===== src/rtl/logic_unit_bist.sv =====
// rtl/logic_unit_bist.sv - BIST driver/checker sweeping all 16 vectors of the 2-input, 4-function logic unit
module logic_unit_bist #(
  parameter int unsigned SETTLE_CYCLES = 1
) (
  input  logic        clk,
  input  logic        rst_n,
  input  logic        start,
  output logic        lu_a,
  output logic        lu_b,
  output logic [1:0]  lu_select,
  input  logic        lu_out,
  output logic        busy,
  output logic        done,
  output logic        pass,
  output logic [4:0]  fail_count,
  output logic [15:0] fail_map,
  output logic [3:0]  first_fail_idx
);

  typedef enum logic [1:0] {IDLE, SETTLE, CHECK, DONE} state_t;

  localparam logic [3:0] RELOAD = 4'(SETTLE_CYCLES);

  state_t     state, state_nxt;
  logic [3:0] idx;
  logic [3:0] cnt;
  logic       expected;
  logic       mismatch;
  logic       last_vec;

  // Drive comes straight from the registered index, never from state decode.
  assign lu_select = idx[3:2];
  assign lu_a      = idx[1];
  assign lu_b      = idx[0];
  assign last_vec  = (idx == 4'd15);

  always_comb begin
    expected = 1'b0;
    case (idx[3:2])
      2'b00: expected = idx[1] ^ idx[0];
      2'b01: expected = ~(idx[1] ^ idx[0]);
      2'b10: expected = idx[1] | idx[0];
      2'b11: expected = ~(idx[1] | idx[0]);
      default: expected = 1'b0;
    endcase
  end

  assign mismatch = (state == CHECK) && (lu_out != expected);

  always_ff @(posedge clk or negedge rst_n) begin
    if (!rst_n) begin
      state <= IDLE;
    end else begin
      state <= state_nxt;
    end
  end

  always_comb begin
    state_nxt = state;
    busy      = 1'b0;
    done      = 1'b0;
    case (state)
      IDLE: begin
        if (start) state_nxt = SETTLE;
      end
      SETTLE: begin
        busy = 1'b1;
        if (cnt == 4'd0) state_nxt = CHECK;
      end
      CHECK: begin
        busy      = 1'b1;
        state_nxt = last_vec ? DONE : SETTLE;
      end
      DONE: begin
        done      = 1'b1;
        state_nxt = IDLE;
      end
      default: state_nxt = IDLE;
    endcase
  end

  always_ff @(posedge clk or negedge rst_n) begin
    if (!rst_n) begin
      idx            <= 4'd0;
      cnt            <= 4'd0;
      pass           <= 1'b0;
      fail_count     <= 5'd0;
      fail_map       <= 16'h0000;
      first_fail_idx <= 4'd0;
    end else begin
      case (state)
        IDLE: begin
          if (start) begin
            idx            <= 4'd0;
            cnt            <= RELOAD;
            pass           <= 1'b0;
            fail_count     <= 5'd0;
            fail_map       <= 16'h0000;
            first_fail_idx <= 4'd0;
          end
        end
        SETTLE: begin
          if (cnt != 4'd0) cnt <= cnt - 4'd1;
        end
        CHECK: begin
          if (mismatch) begin
            fail_map[idx] <= 1'b1;
            fail_count    <= fail_count + 5'd1;
            if (fail_count == 5'd0) first_fail_idx <= idx;
          end
          // Resolve pass with the final vector folded in so it is valid alongside done.
          if (last_vec) begin
            pass <= (fail_count == 5'd0) && !mismatch;
          end else begin
            idx <= idx + 4'd1;
            cnt <= RELOAD;
          end
        end
        default: ;
      endcase
    end
  end

endmodule


===== config.mk =====
export PLATFORM = sky130hd
export DESIGN_NAME = logic_unit_bist
export DESIGN_NICKNAME = d
export VERILOG_FILES = /design/src/rtl/logic_unit_bist.sv
export SDC_FILE = /design/constraint.sdc
export NUM_CORES = 1
export LEC_CHECK = 0
export ABC_AREA = 1
export BUFFER_PORTS_ARGS = -buffer_cell sky130_fd_sc_hd__buf_2
export CAP_MARGIN = 20
export CELL_PAD_IN_SITES_DETAIL_PLACEMENT = 0
export CELL_PAD_IN_SITES_GLOBAL_PLACEMENT = 1
export CORE_ASPECT_RATIO = 1.25
export CORE_UTILIZATION = 40
export DETAILED_ROUTE_END_ITERATION = 10
export GPL_TIMING_DRIVEN = 0
export PLACE_DENSITY_LB_ADDON = 0.08
export SYNTH_ARGS = -nofsm -noshare
export SYNTH_HDL_FRONTEND = slang
export SYNTH_SLANG_ARGS = --single-unit

===== constraint.sdc =====
create_clock -name clk -period 4.8 [get_ports clk]
set_clock_uncertainty 0.1 [all_clocks]
set_input_delay 0.48 -clock clk [delete_from_list [all_inputs] [get_ports clk]]
set_output_delay 0.48 -clock clk [all_outputs]
set_load 0.01 [all_outputs]

# Word-level counts from Yosys, hierarchy flattened
# Index checks and enable logic that the tools add are counted.
# word_totals
reg_bits	36
word_cells	78
in_bits	4
out_inout_bits	32
# classes
add_sub_neg	3
magnitude_cmp	2
reduce_logical	18
muxes	28
n_bitwise	5
n_eq_ne	15
# ops
cell	count
two-way mux 16 bit	2
one-hot mux 16 bit (2 select lines)	1
two-way mux 4 bit	7
OR 16 bit	1
one-hot mux 4 bit (2 select lines)	2
!= test 2 bit (second input constant)	6
one-hot mux 4 bit (3 select lines)	1
two-way mux 5 bit	2
one-hot mux 5 bit (2 select lines)	1
AND reduction 3 bit	3
equality test 2 bit (second input constant)	4
one-hot mux 2 bit (4 select lines)	1
AND reduction 4 bit	2
two-way mux 2 bit	3
adder 5 x 1 -> 5 bit (second input constant)	1
zero test 5 bit	1
< comparator 4 x 5 -> 1 bit (second input constant)	1
two-way mux 1 bit	5
adder 4 x 1 -> 4 bit (second input constant)	1
demux 1 bit (select 4 bit)	1
equality test 2 x 1 -> 1 bit (second input constant)	2
equality test 4 bit (second input constant)	1
greater-or-equal comparator 4 x 1 -> 1 bit (second input constant)	1
zero test 2 bit	2
16 further kinds	19

# Logic depth before layout (Yosys ltp)
# Gate-level depths: netlist of the first run.
# logic_depth
depth_word	9
ltp_mapped	11
depth_no_buf	10

# Least setup slack after synthesis of the first run
# OpenSTA, ideal clock, no wires.
# synth_timing
path_type	flip-flop to flip-flop
startpoint	register idx[1]
endpoint	register fail_map[10]
setup_time_ps	123
period_less_slack_ps	1763
t_arrival_ps	1540
t_required_ps	4577
path_slack_ps	3037
path_buffers	1
stages_incl_launch_ff	10
cell_sequence	dfrtp_1 inv_1 ha_1 o21ai_1 nand2_2 nand3_4 nand2_4 buf_6 nand2_1 o21ai_2
# synth_via
elab_chain_cells	7
word_cells_on_any_way	17
classes_between	2 x order compare; 2 x eq/ne; 5 x mux; 5 x bitwise; 3 x reduce/logical
# synth_lines
element	line_no	rtl
start, declared	25	logic [3:0] idx;
start signal, assigned	115	idx <= idx + 4'd1;
< comparator 4 x 5 -> 1 bit (implied by the code), or another cell as far along	107	fail_map[idx] <= 1'b1;
logical AND 1 bit (implied by the code), or another cell as far along	107	
two-way mux 1 bit (implied by the code) / one-hot mux 1 bit (4 select lines) (equally long branches)	107, 39	
demux 1 bit (select 4 bit) / != test 1 bit (equally long branches)	107, 48	
OR 16 bit (no source line) / logical AND 1 bit (equally long branches)	n/a	
two-way mux 16 bit / != test 2 bit (equally long branches)	n/a	
one-hot mux 16 bit (2 select lines) / AND reduction 3 bit (equally long branches)	n/a	
end signal, assigned	88	fail_map <= 16'h0000;
end signal, assigned	98	fail_map <= 16'h0000;
end signal, assigned by index	107	
end, declared	16	output logic [15:0] fail_map,
# Several ways; a longest one is shown, not always the timed one. The select of a mux whose other input is x is not followed.
# A chain may end at the register's enable or synchronous reset.

# Worst setup path after layout of the first run
# layout_timing
startpoint	register idx[1]
endpoint	register fail_map[14]
# Same word-level chain as after synthesis.

==> results of run 1 <==
cell families (layout without fill, tap and decap cells):
group                      after synthesis  in the layout  share of synthesized area
and+or+nand+nor                        113            113                     0.2334
adders and majority gates               13             13                    0.07528
DFF                                     36             36                     0.4169
AOI/OAI and AO/OA                       54             54                     0.1627
buffers and inverters                   40             82                    0.09555
xor gates and xnor gates                 4              4                    0.01621
layer usage:
| layer | track usage | up-vias | part of all wire |
|---|---|---|---|
| met5 | 0 | - | 0 |
| met4 | 0.05222 | 0 | 0.013 |
| met3 | 0.04484 | 5 | 0.034 |
| met2 | 0.3096 | 30 | 0.49 |
| met1 | 0.2341 | 837 | 0.46 |
| li1 | - | 922 | - |
layout by cell type (no fill, tap or decap), drive strengths merged:
cell type | netlist | layout
nor2 | 22 | 22
o21ai | 52 | 52
ha | 13 | 13
nand4 | 8 | 8
a21oi | 1 | 1
xor2 | 4 | 4
buf | 8 | 43
or2 | 2 | 2
nand3 | 12 | 12
nand2 | 67 | 67
a22oi | 1 | 1
clkbuf | 2 | 9
dfrtp | 36 | 36
inv | 30 | 30
nand3b | 2 | 2
final cells by class:
cell class | count | area share
inverters | 30 | 0.04586
multi-input cells | 184 | 0.4197
well taps | 62 | 0.03091
repair buffers | 35 | 0.06979
flip-flops and latches | 36 | 0.3589
plain buffers | 10 | 0.03639
clock buffers | 7 | 0.03838
per-stage QoR:
step | power (uW) | hold WS, ps | util | worst slack [ps] | cell area (sq um)
after CTS | 1391 | 226.6 | 0.4871 | 2880 | 2510
after global placement | 1149 | 348.7 | 0.4684 | 2893 | 2414
after detailed placement | 1151 | 354.1 | 0.4684 | 2893 | 2414
after global routing | 1490 | 274.1 | 0.4871 | 2732 | 2510
after floorplan | 950.4 | 84.41 | - | 3037 | 2161
final | 1367 | 189.3 | 0.4871 | 2888 | 2510
worst max path at each step:
stage,from,endpoint,cells past startpoint
after CTS,idx[1]$_DFFE_PN0P_,fail_map[14]$_DFFE_PN0P_,11
after detailed placement,idx[1]$_DFFE_PN0P_,fail_map[14]$_DFFE_PN0P_,11
final,idx[1]$_DFFE_PN0P_,fail_map[14]$_DFFE_PN0P_,9
after global routing,state[0]$_DFFE_PN0P_,fail_map[12]$_DFFE_PN0P_,6
after global placement,idx[1]$_DFFE_PN0P_,fail_map[14]$_DFFE_PN0P_,9
after floorplan,idx[1]$_DFFE_PN0P_,fail_map[10]$_DFFE_PN0P_,9
flip-flops by register name, summed over array words and instances (netlist names):
signal          cells
cnt                 4
first_fail_idx      4
state               2
fail_map           16
fail_count          5
pass                1
idx                 4
power by group through the flow:
stage,clock (uW),combinational [uW],sequential [uW]
final,237,723,406
after global routing,255,819,416
after CTS,243,741,407
after detailed placement,0,738,413
after global placement,0,737,412
after floorplan,0,532,419
worst reg2reg max path, cell delays in order (launching register included):
cell and delay [ps]:
sky130_fd_sc_hd__dfrtp_1 480, sky130_fd_sc_hd__inv_1 120, sky130_fd_sc_hd__ha_1 350, sky130_fd_sc_hd__o21ai_1 170, sky130_fd_sc_hd__nand2_2 80, sky130_fd_sc_hd__nand3_4 120, sky130_fd_sc_hd__nand2_4 100, sky130_fd_sc_hd__buf_6 160
sky130_fd_sc_hd__nand2_1 70, sky130_fd_sc_hd__o21ai_2 50
==> summary by stage, run 1 <==
Run
The reported max-cap violation count is 0.

STA
The relative slew slack is 0.4432. The portion of the clock cycle consumed by the worst path in the final layout is 0.3984. For this run, the top clock speed supported by timing is 522.9 MHz.

The count of final hold-check violations is 0. Setup violations remaining at the end of the flow were counted as 0. At the pin with the least slew margin, the transition time is 835.3 ps. Setup repair after global routing left no endpoint under its margin. In the final timing run, aggregate negative setup slack is 0 ps.

The time the final worst path needs with I/O delays and setup is 1912 ps. The final max-slew violation count is 0.

CTS
The clock transition at the registers of the reported paths is 70 ps. The maximum root-to-sink buffer count is 2. The number of levels the H-tree was split into is 2. The quantity of hold-fixing buffers added after cts is 0. Buffers inserted during clock tree synthesis total 5.

After clock tree synthesis, the setup repair step added 0 buffers. The sink count of the clock tree is 36. The count of cells resized by post-cts repair is 0. The cell sitting at the root of the clock tree is a sky130_fd_sc_hd__clkbuf_8. Clock latency on the worst-skew pair, taken at its later pin, is 290 ps.

The TritonCTS clock tree is built.

Finish
The growth of design area from synthesis to finish is 16.16%. The final-layout fill cell count is 562. The net count of the finished layout is 319. The finished layout holds 364 standard cells, fillers aside.

The ratio of cells with drive above 1 in the final layout is 0.2682. In the final layout, the multi-input gates occupy 1054 sq um. The number of antenna repair diodes is 0. Summing all flip-flop and latch instances after layout gives 900.9 sq um.

Die
The floorplan step defined a core boundary enclosing 5152 sq um. The initial utilization of the core area, before any placement, comes to 0.4194. The die is 67.74 um wide.

The floorplan step set the die height to 84.18 um. The area enclosed by the die boundary is 5702 sq um. The count of standard-cell rows is 29. The I/O pin total is 36.

Critical path
The origin of the critical flop-to-flop path is idx[1]$_DFFE_PN0P_. The delay of the slowest critical-path stage is 480 ps. The worst register-to-register path ends at fail_map[14]$_DFFE_PN0P_. The number of cells traversed by the worst register-to-register path is 9. The critical path class is flop to flop. The number of buffers and inverters on the critical path is 2. For this design, the slowest cell found on the critical path is sky130_fd_sc_hd__dfrtp_1. The family of cells with the greatest summed delay on the critical path is flip-flops. STA puts the critical path data arrival time at 1990 ps. The signal on the critical path passes through inv_1 -> ha_1 -> o21ai_1 -> nand2_2 -> nand3_4 -> nand2_4 -> buf_6 -> nand2_1 -> o21ai_2. The highest net fanout along the worst path is 10. The worst setup path is launched from a flop. The data required time at the worst endpoint is 4870 ps. In this run the register-to-register setup slack is 2890 ps. The type of element capturing the critical path is a flop.

Synthesis
By area the synthesized netlist is led by sky130_fd_sc_hd__dfrtp_1 42%, sky130_fd_sc_hd__nand2_1 11%, sky130_fd_sc_hd__o21ai_2 8.5%, sky130_fd_sc_hd__ha_1 7.5%, sky130_fd_sc_hd__o21ai_0 6.7%. The number of standard cells after synthesis is 260. The number of register bits inferred by synthesis is 36. The mapped netlist covers 2161 sq um.

Of all cell types, the one taking the most synthesized area is sky130_fd_sc_hd__dfrtp_1. The number of nets handed over by synthesis was 277. The share of synthesized flip-flops with an asynchronous set or reset is 1.000. The commonest cells after synthesis are 64 x sky130_fd_sc_hd__nand2_1, 36 x sky130_fd_sc_hd__dfrtp_1, 29 x sky130_fd_sc_hd__o21ai_0. Counting distinct cell types in the post-synthesis netlist gives 24. The mean cell area of the mapped netlist is 8.311 sq um. The sequential element share of the synthesized area is 0.4169.

Yosys printed 0 warnings. The cell with the most instances after synthesis is sky130_fd_sc_hd__nand2_1. The share of synthesized area in the top cell type comes to 0.4169. The primary flip-flop cell chosen by synthesis mapping is sky130_fd_sc_hd__dfrtp_1. The synthesized design contains 0 enable-type register cells.

Drt
The final routed wirelength across all metal layers is 4.710 mm. The number of iterations in the first detailed-routing pass is 4. After detailed routing, the number of vias per cell comes to 4.929. The per-cell routed wire length is 12.94 um. For this block, the initial DRC count from the detailed router was 54.

The total via count after detailed routing is 1794. The number of routed nets with antenna violations is 0. The DRC violation count after routing is 0.

GRT
The leftover overflow at the end of global routing is 0. The initial antenna violation count came to 0. Across every metal layer, demand over resource in global routing totals 0.1862.

The wire length of the first global-routing pass is 8.038 mm. Entering global routing, the biggest net connects 37 pins. The number of global-route vias before repair was 1693.

Pwr
The analysis attributes to net switching a power of 632.3 uW. The clock share of power is 0.173. The internal power of the cells is 734.2 uW.

Across the VDD grid, the largest voltage drop is 0.0002217 V. The switching power as a share of total power is 0.4627. The cell leakage power is 0.001343 uW.

Dividing total power by cell area gives a power density of 544.4 nW/um^2. The combinational fraction of design power is 0.529. The share of total power dissipated in sequential elements is 0.297.

Placed design
The count of port buffers added during placement is 35. The detailed placer's ending HPWL is 3.413 mm. The number of placed instances, taps included, is 357. The congestion estimate from routability-driven global placement came to 0.7248.

Min path
The type of the worst min-delay path is input port to asynchronous set/reset pin.

Status
The run finished with clean final reports.
Note: power is estimated with default switching activity, not from simulation.
==> inputs of run 2 (changes only) <==
--- a/config.mk
+++ b/config.mk
@@ -5,7 +5,7 @@
 export SDC_FILE = /design/constraint.sdc
 export NUM_CORES = 1
 export LEC_CHECK = 0
-export ABC_AREA = 1
+export ABC_AREA = 0
 export BUFFER_PORTS_ARGS = -buffer_cell sky130_fd_sc_hd__buf_2
 export CAP_MARGIN = 20
 export CELL_PAD_IN_SITES_DETAIL_PLACEMENT = 0
==> constraint.sdc (replaced) <==
create_clock -name clk -period 1.96 [get_ports clk]
set_clock_uncertainty 0.1 [all_clocks]
set_input_delay 0.196 -clock clk [delete_from_list [all_inputs] [get_ports clk]]
set_output_delay 0.196 -clock clk [all_outputs]
set_load 0.01 [all_outputs]
==> summary by stage, run 2 <==
Status
The run finished, with violations left. The final reports fail on negative setup slack.

Drt
The total via count after detailed routing is 1757 (-2.1%). The per-cell routed wire length is 14.65 um (+13%). The wire length on met2 was 2.455 mm (+6.2%). The number of routed nets with antenna violations came to 0 (unchanged).

The initial DRC count is 70 (+30%). The final routed wirelength across all metal layers was 4.791 mm (+1.7%). In this run the top signal layer used is met4.

The DRC violation count after routing is 0 (unchanged). The mean number of vias per cell is 5.373 (+9.0%). The met1 wire length is 2.137 mm (-1.8%).

The number of iterations in the first detailed-routing pass was 4 (unchanged). The met3 routed wirelength is 139 um (-13%).

Die
The I/O pin total is 36 (unchanged). The core area came to 4765 sq um (-7.5%). The area enclosed by the die boundary is 5246 sq um (-8.0%). The die extent in x is 64.98 um (-4.1%).

The height of the die is 80.73 um (-4.1%). The starting utilization of the core area is 0.4162 (-0.003149). The count of standard-cell rows came to 28 (-3.4%).

CTS
The maximum root-to-sink buffer count is 2 (unchanged). The clock transition at the registers of the reported paths is 80 ps (about the same). The number of clock buffers inserted by TritonCTS is 5 (unchanged). TritonCTS built the clock tree. The sink count of the clock tree is 36 (unchanged). The clock latency reported for the late side of the worst-skew pair is 290 ps (about the same). The number of levels the H-tree was split into is 2 (unchanged).

The tree is rooted in a sky130_fd_sc_hd__clkbuf_8.

Synthesis
The main combinational cell family by area after synthesis is simple AND/OR/NAND/NOR gates. The number of standard cells after synthesis is 209 (-20%). The top cell type's share of synthesized area is 0.4543 (+0.03735).

The combined area of all synthesized cells is 1983 sq um (-8.2%). The xor-xnor portion of the synthesized cell area is 0.004416 (-0.01180). The post-synthesis mux area share is 0.02145 (+0.02145). The primary flip-flop cell chosen by synthesis mapping is sky130_fd_sc_hd__dfrtp_1. The share of the synthesized area in compound gates (AO/OA/AOI/OAI) is 0.1773 (+0.01458). The most common cell in the synthesized netlist is sky130_fd_sc_hd__dfrtp_1. The number of register bits inferred by synthesis is 36 (unchanged). The number of warnings issued by yosys is 0 (unchanged). The number of unique standard cell types used by synthesis is 36 (+50%).

The mean cell area of the mapped netlist was 9.489 sq um (+14%). The post-synthesis share of cell area spent on full adders, half adders and majority gates is 0.08202 (+0.006744). The area share of and/or/nand/nor cells after synthesis is 0.2013 (-0.03209). The sequential element share of the synthesized area is 0.4543 (+0.03735). The post-synth net total is 226 (-18%). The number of flops mapped to enable cells by yosys came to 0 (unchanged). After synthesis, the cell types taking the most area are sky130_fd_sc_hd__dfrtp_1 45%, sky130_fd_sc_hd__ha_1 8.2%, sky130_fd_sc_hd__nand2_1 5.3%, sky130_fd_sc_hd__a41oi_1 4.0%, sky130_fd_sc_hd__o21ai_0 3.8%. The commonest cells after synthesis are 36 x sky130_fd_sc_hd__dfrtp_1, 28 x sky130_fd_sc_hd__nand2_1, 15 x sky130_fd_sc_hd__nor2_1, 15 x sky130_fd_sc_hd__o21ai_0, 14 x sky130_fd_sc_hd__nand3_1. The most area-hungry cell type in the Yosys netlist is sky130_fd_sc_hd__dfrtp_1.

The share of synthesized flip-flops with an asynchronous set or reset came to 1.000 (unchanged).

GRT
The number of global-route vias before repair is 1617 (-4.5%). The leftover overflow at the end of global routing came to 0 (unchanged). The initial antenna violation count is 0 (unchanged). The largest net degree at the start of global routing is 37 (unchanged).

The combined global-route utilization of all metal layers came to 0.2032 (+0.01696). The wire length of the first global-routing pass was 7.935 mm (-1.3%).

Critical path
The nature of the critical path startpoint is a flop. The worst-path cell with the longest stage delay is sky130_fd_sc_hd__dfrtp_2. The type of element capturing the critical path is a flop.

The critical path class is flop to flop. The delay of the slowest critical-path stage is 410 ps (-70 ps). The signal on the critical path passes through inv_2 -> ha_4 -> nor2b_4 -> o21a_1 -> or2_4 -> buf_6 -> nor4b_4 -> a211o_1. The highest net fanout along the worst path is 6 (-4). The data arrival at the endpoint of the critical path is 2060 ps (+70 ps).

The data required time at the worst endpoint came to 2040 ps (-2830 ps).

Finish
The growth of design area from synthesis to finish is 33.82%. The net count of the finished layout is 283 (-11%). The most common cell after layout, fill and taps aside is sky130_fd_sc_hd__buf_2. The number of antenna repair diodes is 0 (unchanged).

The final-layout fill cell count is 469 (-17%). The utilization of the core after routing was 0.5570 (+0.06985). The register ranked first by flip-flop count is fail_map.

The finished layout cell area is 2654 sq um (+5.7%). The library cells used most frequently in the layout, excluding fill and tap cells, are 36 x sky130_fd_sc_hd__buf_2, 34 x sky130_fd_sc_hd__dfrtp_1, 28 x sky130_fd_sc_hd__nand2_1, 14 x sky130_fd_sc_hd__nand3_1, 14 x sky130_fd_sc_hd__o21ai_0. The largest registers in the layout are fail_map x16, fail_count x5. The ratio of cells with drive above 1 in the final layout is 0.3670 (+0.09883). The number of flip-flops in the largest register came to 16 (unchanged).

STA
The count of final hold-check violations was 0 (unchanged). The highest clock frequency the design can meet is 506.0 MHz (-3.2%). The final setup violation count was 2 (+2). Setup repair after global routing could not meet its margin everywhere. The relative slew slack is 0.4559 (+0.01276).

The worst setup slack after layout was -16.36 ps (-2904 ps). The transition at the pin with the smallest max-transition slack is 816.1 ps (-19.14 ps). The final max-slew violation count is 0 (unchanged).

The portion of the clock cycle consumed by the worst path in the final layout is 1.008 (+0.6100). The time the final worst path needs with I/O delays and setup came to 1976 ps (+64.12 ps).

Min path
The type of the worst min-delay path is input port to flop.

Placed design
The weighted congestion reported at the end of routability-driven placement is 0.7434 (+2.6%). The count of port buffers added during placement is 35 (unchanged). The cell area after placement is 2303 sq um (-4.6%). The detailed placer's ending HPWL is 3.223 mm (-5.6%).

Pwr
The peak supply drop is 0.0009682 V (+340%). The power per cell area is 1507 nW/um^2 (+180%). The cell leakage power is 0.001253 uW (-6.7%).

Run
The reported max-cap violation count is 0 (unchanged).
run 2: routing by layer:
metal | global-route usage | vias up
met5 | 0 | -
met4 | 0.06667 | 0
met3 | 0.04119 | 7
met2 | 0.3500 | 31
met1 | 0.2516 | 852
li1 | - | 867
run 2: report_power, final:
group | switching [uW] | internal, uW
Sequential | 164 | 906
Clock | 276 | 286
Combinational | 1310 | 1060
run 2: area by class of cell:
class                      count  area [sq um]  area share
buffer                        10         87.58     0.03300
clock buffer                   7         86.33     0.03253
clock inverter                 1         7.507    0.002829
inverter                      12         45.04     0.01697
multi-input combinational    149          1116      0.4206
sequential                    36         903.4      0.3404
tap                           60         75.07     0.02829
timing repair buffer          52         332.8      0.1254
run 2: cell families (layout without fill, tap and decap cells):
group	after synthesis	after routing
multiplexers	4	4
AO/OA/AOI/OAI	50	50
flip-flops	36	36
AND/OR/NAND/NOR	81	81
XOR/XNOR	1	1
buffers and inverters	24	82
adder cells (fa/ha/maj)	13	13
run 2: path summary, 6_finish.rpt:
kind                       slack (ps)  depth (start not counted)               startpoint                   endpoint
max                               -20                          8       idx[1]$_DFFE_PN0P_  fail_count[4]$_DFFE_PN0P_
min                               340                          4                    start       state[1]$_DFFE_PN0P_
min reg2reg                       380                          2  fail_map[1]$_DFFE_PN0P_    fail_map[1]$_DFFE_PN0P_
max in group asynchronous         760                          2                    rst_n         idx[0]$_DFFE_PN0P_
min in group asynchronous         430                          2                    rst_n  fail_count[2]$_DFFE_PN0P_
max reg2reg                       -20                          8       idx[1]$_DFFE_PN0P_  fail_count[4]$_DFFE_PN0P_
run 2: critical path, delay by kind of cell, from the launching register on:
kind                     cells  cell delay (ps)
AO/OA/AOI/OAI                2              390
buffers and inverters        2              230
AND/OR/NAND/NOR              3              520
adder cells (fa/ha/maj)      1              200
flip-flops                   1              410
run 2: timing repair:
action,CTS,global route
resized for setup,26,10
hold buffers,1,0
setup endpoints to repair,33,28
pin swaps,2,6
buffers inserted,4,9
endpoints found under the hold margin,36,0
gates cloned,3,0
run 2: per-stage QoR:
stage	hold WS [ps]	total power (uW)	std cells	setup slack (ps)	setup TNS [ps]
final	339.5	3999	327	-16.36	-29.34
after global routing	402.7	4315	327	-96.09	-752.2
after CTS	346.4	3830	319	-42.88	-64.14
after detailed placement	244.6	2862	304	-361.4	-6330
after global placement	247.6	2858	304	-368.1	-6107
after floorplan	-199.6	2349	209	-12.41	-16.06
==> inputs of run 3 (changes only) <==
--- a/config.mk
+++ b/config.mk
@@ -13,7 +13,6 @@
 export CORE_ASPECT_RATIO = 1.25
 export CORE_UTILIZATION = 40
 export DETAILED_ROUTE_END_ITERATION = 10
-export GPL_TIMING_DRIVEN = 0
 export PLACE_DENSITY_LB_ADDON = 0.08
 export SYNTH_ARGS = -nofsm -noshare
 export SYNTH_HDL_FRONTEND = slang
==> summary by stage, run 3 (synthesized netlist as in run 2, its figures left out) <==
Min path
The min-delay analysis places its worst path in the category input port to flop.

Critical path
The data required time at the worst endpoint was 2080 ps (+40 ps). The number of buffers and inverters on the critical path came to 2 (unchanged). The data arrival at the endpoint of the critical path is 2030 ps (-30 ps). The highest net fanout along the worst path was 7 (+1).

The critical path class is flop to flop. For this design, the slowest cell found on the critical path is sky130_fd_sc_hd__dfrtp_2. Traced cell by cell, the critical path runs through inv_2 -> ha_4 -> nor2b_4 -> o21a_1 -> or2_4 -> buf_6 -> o41ai_2 -> a22o_1. The delay of the slowest critical-path stage was 410 ps (about the same). STA classifies the critical path endpoint as a flop. STA classifies the critical path startpoint as a flop. The family of cells with the greatest summed delay on the critical path is compound AO/OA/AOI/OAI gates.

Status
The run finished with clean final reports.

STA
The transition at the pin with the smallest max-transition slack is 470.7 ps (-345.5 ps). Setup repair after global routing could not meet its margin everywhere. The final max-slew violation count is 0 (unchanged). The count of final hold-check violations is 0 (unchanged). The highest clock frequency the design can meet is 525.7 MHz (+3.9%). The worst setup slack after layout is 57.82 ps (+74.18 ps). The portion of the clock cycle consumed by the worst path in the final layout was 0.9705 (-0.03785).

The relative slew slack came to 0.6862 (+0.2303). The final setup violation count is 0 (-2). The time the final worst path needs with I/O delays and setup is 1902 ps (-74.18 ps).

GRT
The combined global-route utilization of all metal layers is 0.2026 (-0.0006050). The initial antenna violation count came to 0 (unchanged). The number of global-route vias before repair was 1752 (+8.3%). The largest net degree at the start of global routing is 37 (unchanged). The leftover overflow at the end of global routing is 0 (unchanged). The wire length of the first global-routing pass is 8.169 mm (+2.9%).

Pwr
The peak supply drop is 0.001099 V (+14%). The cell leakage power came to 0.001253 uW (about the same). The power per cell area was 1481 nW/um^2 (-1.7%).

Finish
The register ranked first by flip-flop count is fail_map. The final-layout fill cell count is 485 (+3.4%). The net count of the finished layout is 284 (+0.35%).

The finished layout cell area came to 2603 sq um (-1.9%). The most common cell after layout, fill and taps aside is sky130_fd_sc_hd__buf_2. The ratio of cells with drive above 1 in the final layout is 0.3433 (-0.02376). The number of flip-flops in the largest register came to 16 (unchanged).

The largest registers in the layout are fail_map x16, fail_count x5. The number of antenna repair diodes came to 0 (unchanged). Relative to the synthesized area, the layout overhead comes to 31.23%. The library cells used most frequently in the layout, excluding fill and tap cells, are 35 x sky130_fd_sc_hd__buf_2, 34 x sky130_fd_sc_hd__dfrtp_1, 28 x sky130_fd_sc_hd__nand2_1, 22 x sky130_fd_sc_hd__buf_4. The total area of multi-input combinational cells is 1074 sq um (-3.8%). The combined flip-flop and latch cell area came to 903.4 sq um (unchanged).

Drt
The per-cell routed wire length is 14.51 um (-0.97%). The met1 wire length came to 1.956 mm (-8.5%). The final routed wirelength across all metal layers is 4.759 mm (-0.67%).

The DRC violation count after routing came to 0 (unchanged). The highest signal layer in the routed design is met4. The number of iterations in the first detailed-routing pass was 4 (unchanged). The total via count after detailed routing is 1743 (-0.80%). The initial DRC count is 46 (-34%). The mean number of vias per cell is 5.314 (-1.1%). The met3 routed wirelength is 204 um (+47%).

The wire length on met2 is 2.571 mm (+4.7%). The number of routed nets with antenna violations came to 0 (unchanged).

Placed design
The detailed placer's ending HPWL is 3.508 mm (+8.8%). The worst setup slack before clock tree synthesis is -66.66 ps (+294.7 ps). The weighted congestion reported at the end of routability-driven placement is 0.7823 (+5.2%). The count of port buffers added during placement is 35 (unchanged). The cell area after placement is 2395 sq um (+4.0%).

Die
The area enclosed by the die boundary is 5246 sq um (unchanged). The core area is 4765 sq um (unchanged). The I/O pin total was 36 (unchanged). The die extent in x is 64.98 um (unchanged). The count of standard-cell rows is 28 (unchanged). The height of the die is 80.73 um (unchanged). The starting utilization of the core area is 0.4162 (unchanged).

CTS
The number of levels the H-tree was split into is 2 (unchanged). In this run the clock root is driven by a sky130_fd_sc_hd__clkbuf_8. The TritonCTS clock tree is built.

The sink count of the clock tree is 36 (unchanged). The clock latency reported for the late side of the worst-skew pair came to 280 ps (about the same). The maximum root-to-sink buffer count is 2 (unchanged). The clock transition at the registers of the reported paths is 70 ps (about the same). The number of clock buffers inserted by TritonCTS is 5 (unchanged).

Run
The reported max-cap violation count is 0 (unchanged).
==> run 3: changes by cell type in the layout (fill, tap and decap cells not counted), sizes merged <==
cell and delta:
clkinvlp -1, clkbuf -3, buf +5
==> run 3: cell type report <==
type                    count  area share
inverters                  12     0.01731
clock buffers               8     0.03462
flip-flops and latches     36      0.3471
repair buffers             63      0.1596
well taps                  60     0.02885
multi-input cells         149      0.4125
==> run 3: where the power goes <==
group | switching [uW] | internal (uW)
clock | 251 | 287
sequential | 108 | 907
combinational | 1290 | 1010
total | 1650 | 2200
==> run 3: worst reg2reg max path, stage by stage, from the launching register on <==
cell	delay [ps]
sky130_fd_sc_hd__dfrtp_2	410
sky130_fd_sc_hd__inv_2	80
sky130_fd_sc_hd__ha_4	200
sky130_fd_sc_hd__nor2b_4	120
sky130_fd_sc_hd__o21a_1	180
sky130_fd_sc_hd__or2_4	270
sky130_fd_sc_hd__buf_6	140
sky130_fd_sc_hd__o41ai_2	190
sky130_fd_sc_hd__a22o_1	160
==> run 3: what timing repair did <==
| item | 4_1_cts | 5_1_grt |
|---|---|---|
| setup endpoints to repair | 19 | 29 |
| setup buffers | 0 | 6 |
| gates resized for setup | 5 | 12 |
| pin swaps | 1 | 2 |
| hold buffers | 1 | 0 |
| hold endpoints to repair | 36 | 0 |
==> run 3: worst paths after layout <==
| kind | to | from | slack [ps] | cells past startpoint |
|---|---|---|---|---|
| hold reg to reg | fail_map[9]$_DFFE_PN0P_ | fail_map[9]$_DFFE_PN0P_ | 370 | 2 |
| max in group asynchronous | idx[0]$_DFFE_PN0P_ | rst_n | 1030 | 3 |
| setup reg to reg | pass$_DFFE_PN0P_ | idx[1]$_DFFE_PN0P_ | 60 | 8 |
| min in group asynchronous | cnt[2]$_DFFE_PN0P_ | rst_n | 380 | 3 |
| setup / recovery | pass$_DFFE_PN0P_ | idx[1]$_DFFE_PN0P_ | 60 | 8 |
| hold / removal | idx[3]$_DFFE_PN0P_ | start | 260 | 3 |
==> run 3: per-stage QoR <==
| stage | total power, uW | std cells | util | TNS (ps) | hold WS, ps |
|---|---|---|---|---|---|
| 3_5_place_dp | 3063 | 313 | 0.5026 | -180.3 | 174.1 |
| 3_3_place_gp | 2972 | 313 | 0.5026 | -7.396 | 159.6 |
| 5_1_grt | 4167 | 328 | 0.5462 | -26.77 | 286.2 |
| 4_1_cts | 3669 | 322 | 0.5270 | -26.05 | 291.5 |
| 6_report | 3853 | 328 | 0.5462 | 0 | 263.3 |
| 2_1_floorplan | 2349 | 209 | - | -16.06 | -199.6 |
==> run 3: per-layer routing <==
| layer | up-vias | track usage |
|---|---|---|
| met5 | - | 0 |
| met1 | 843 | 0.2433 |
| met4 | 0 | 0.04444 |
| li1 | 855 | - |
| met3 | 2 | 0.04688 |
| met2 | 43 | 0.3635 |
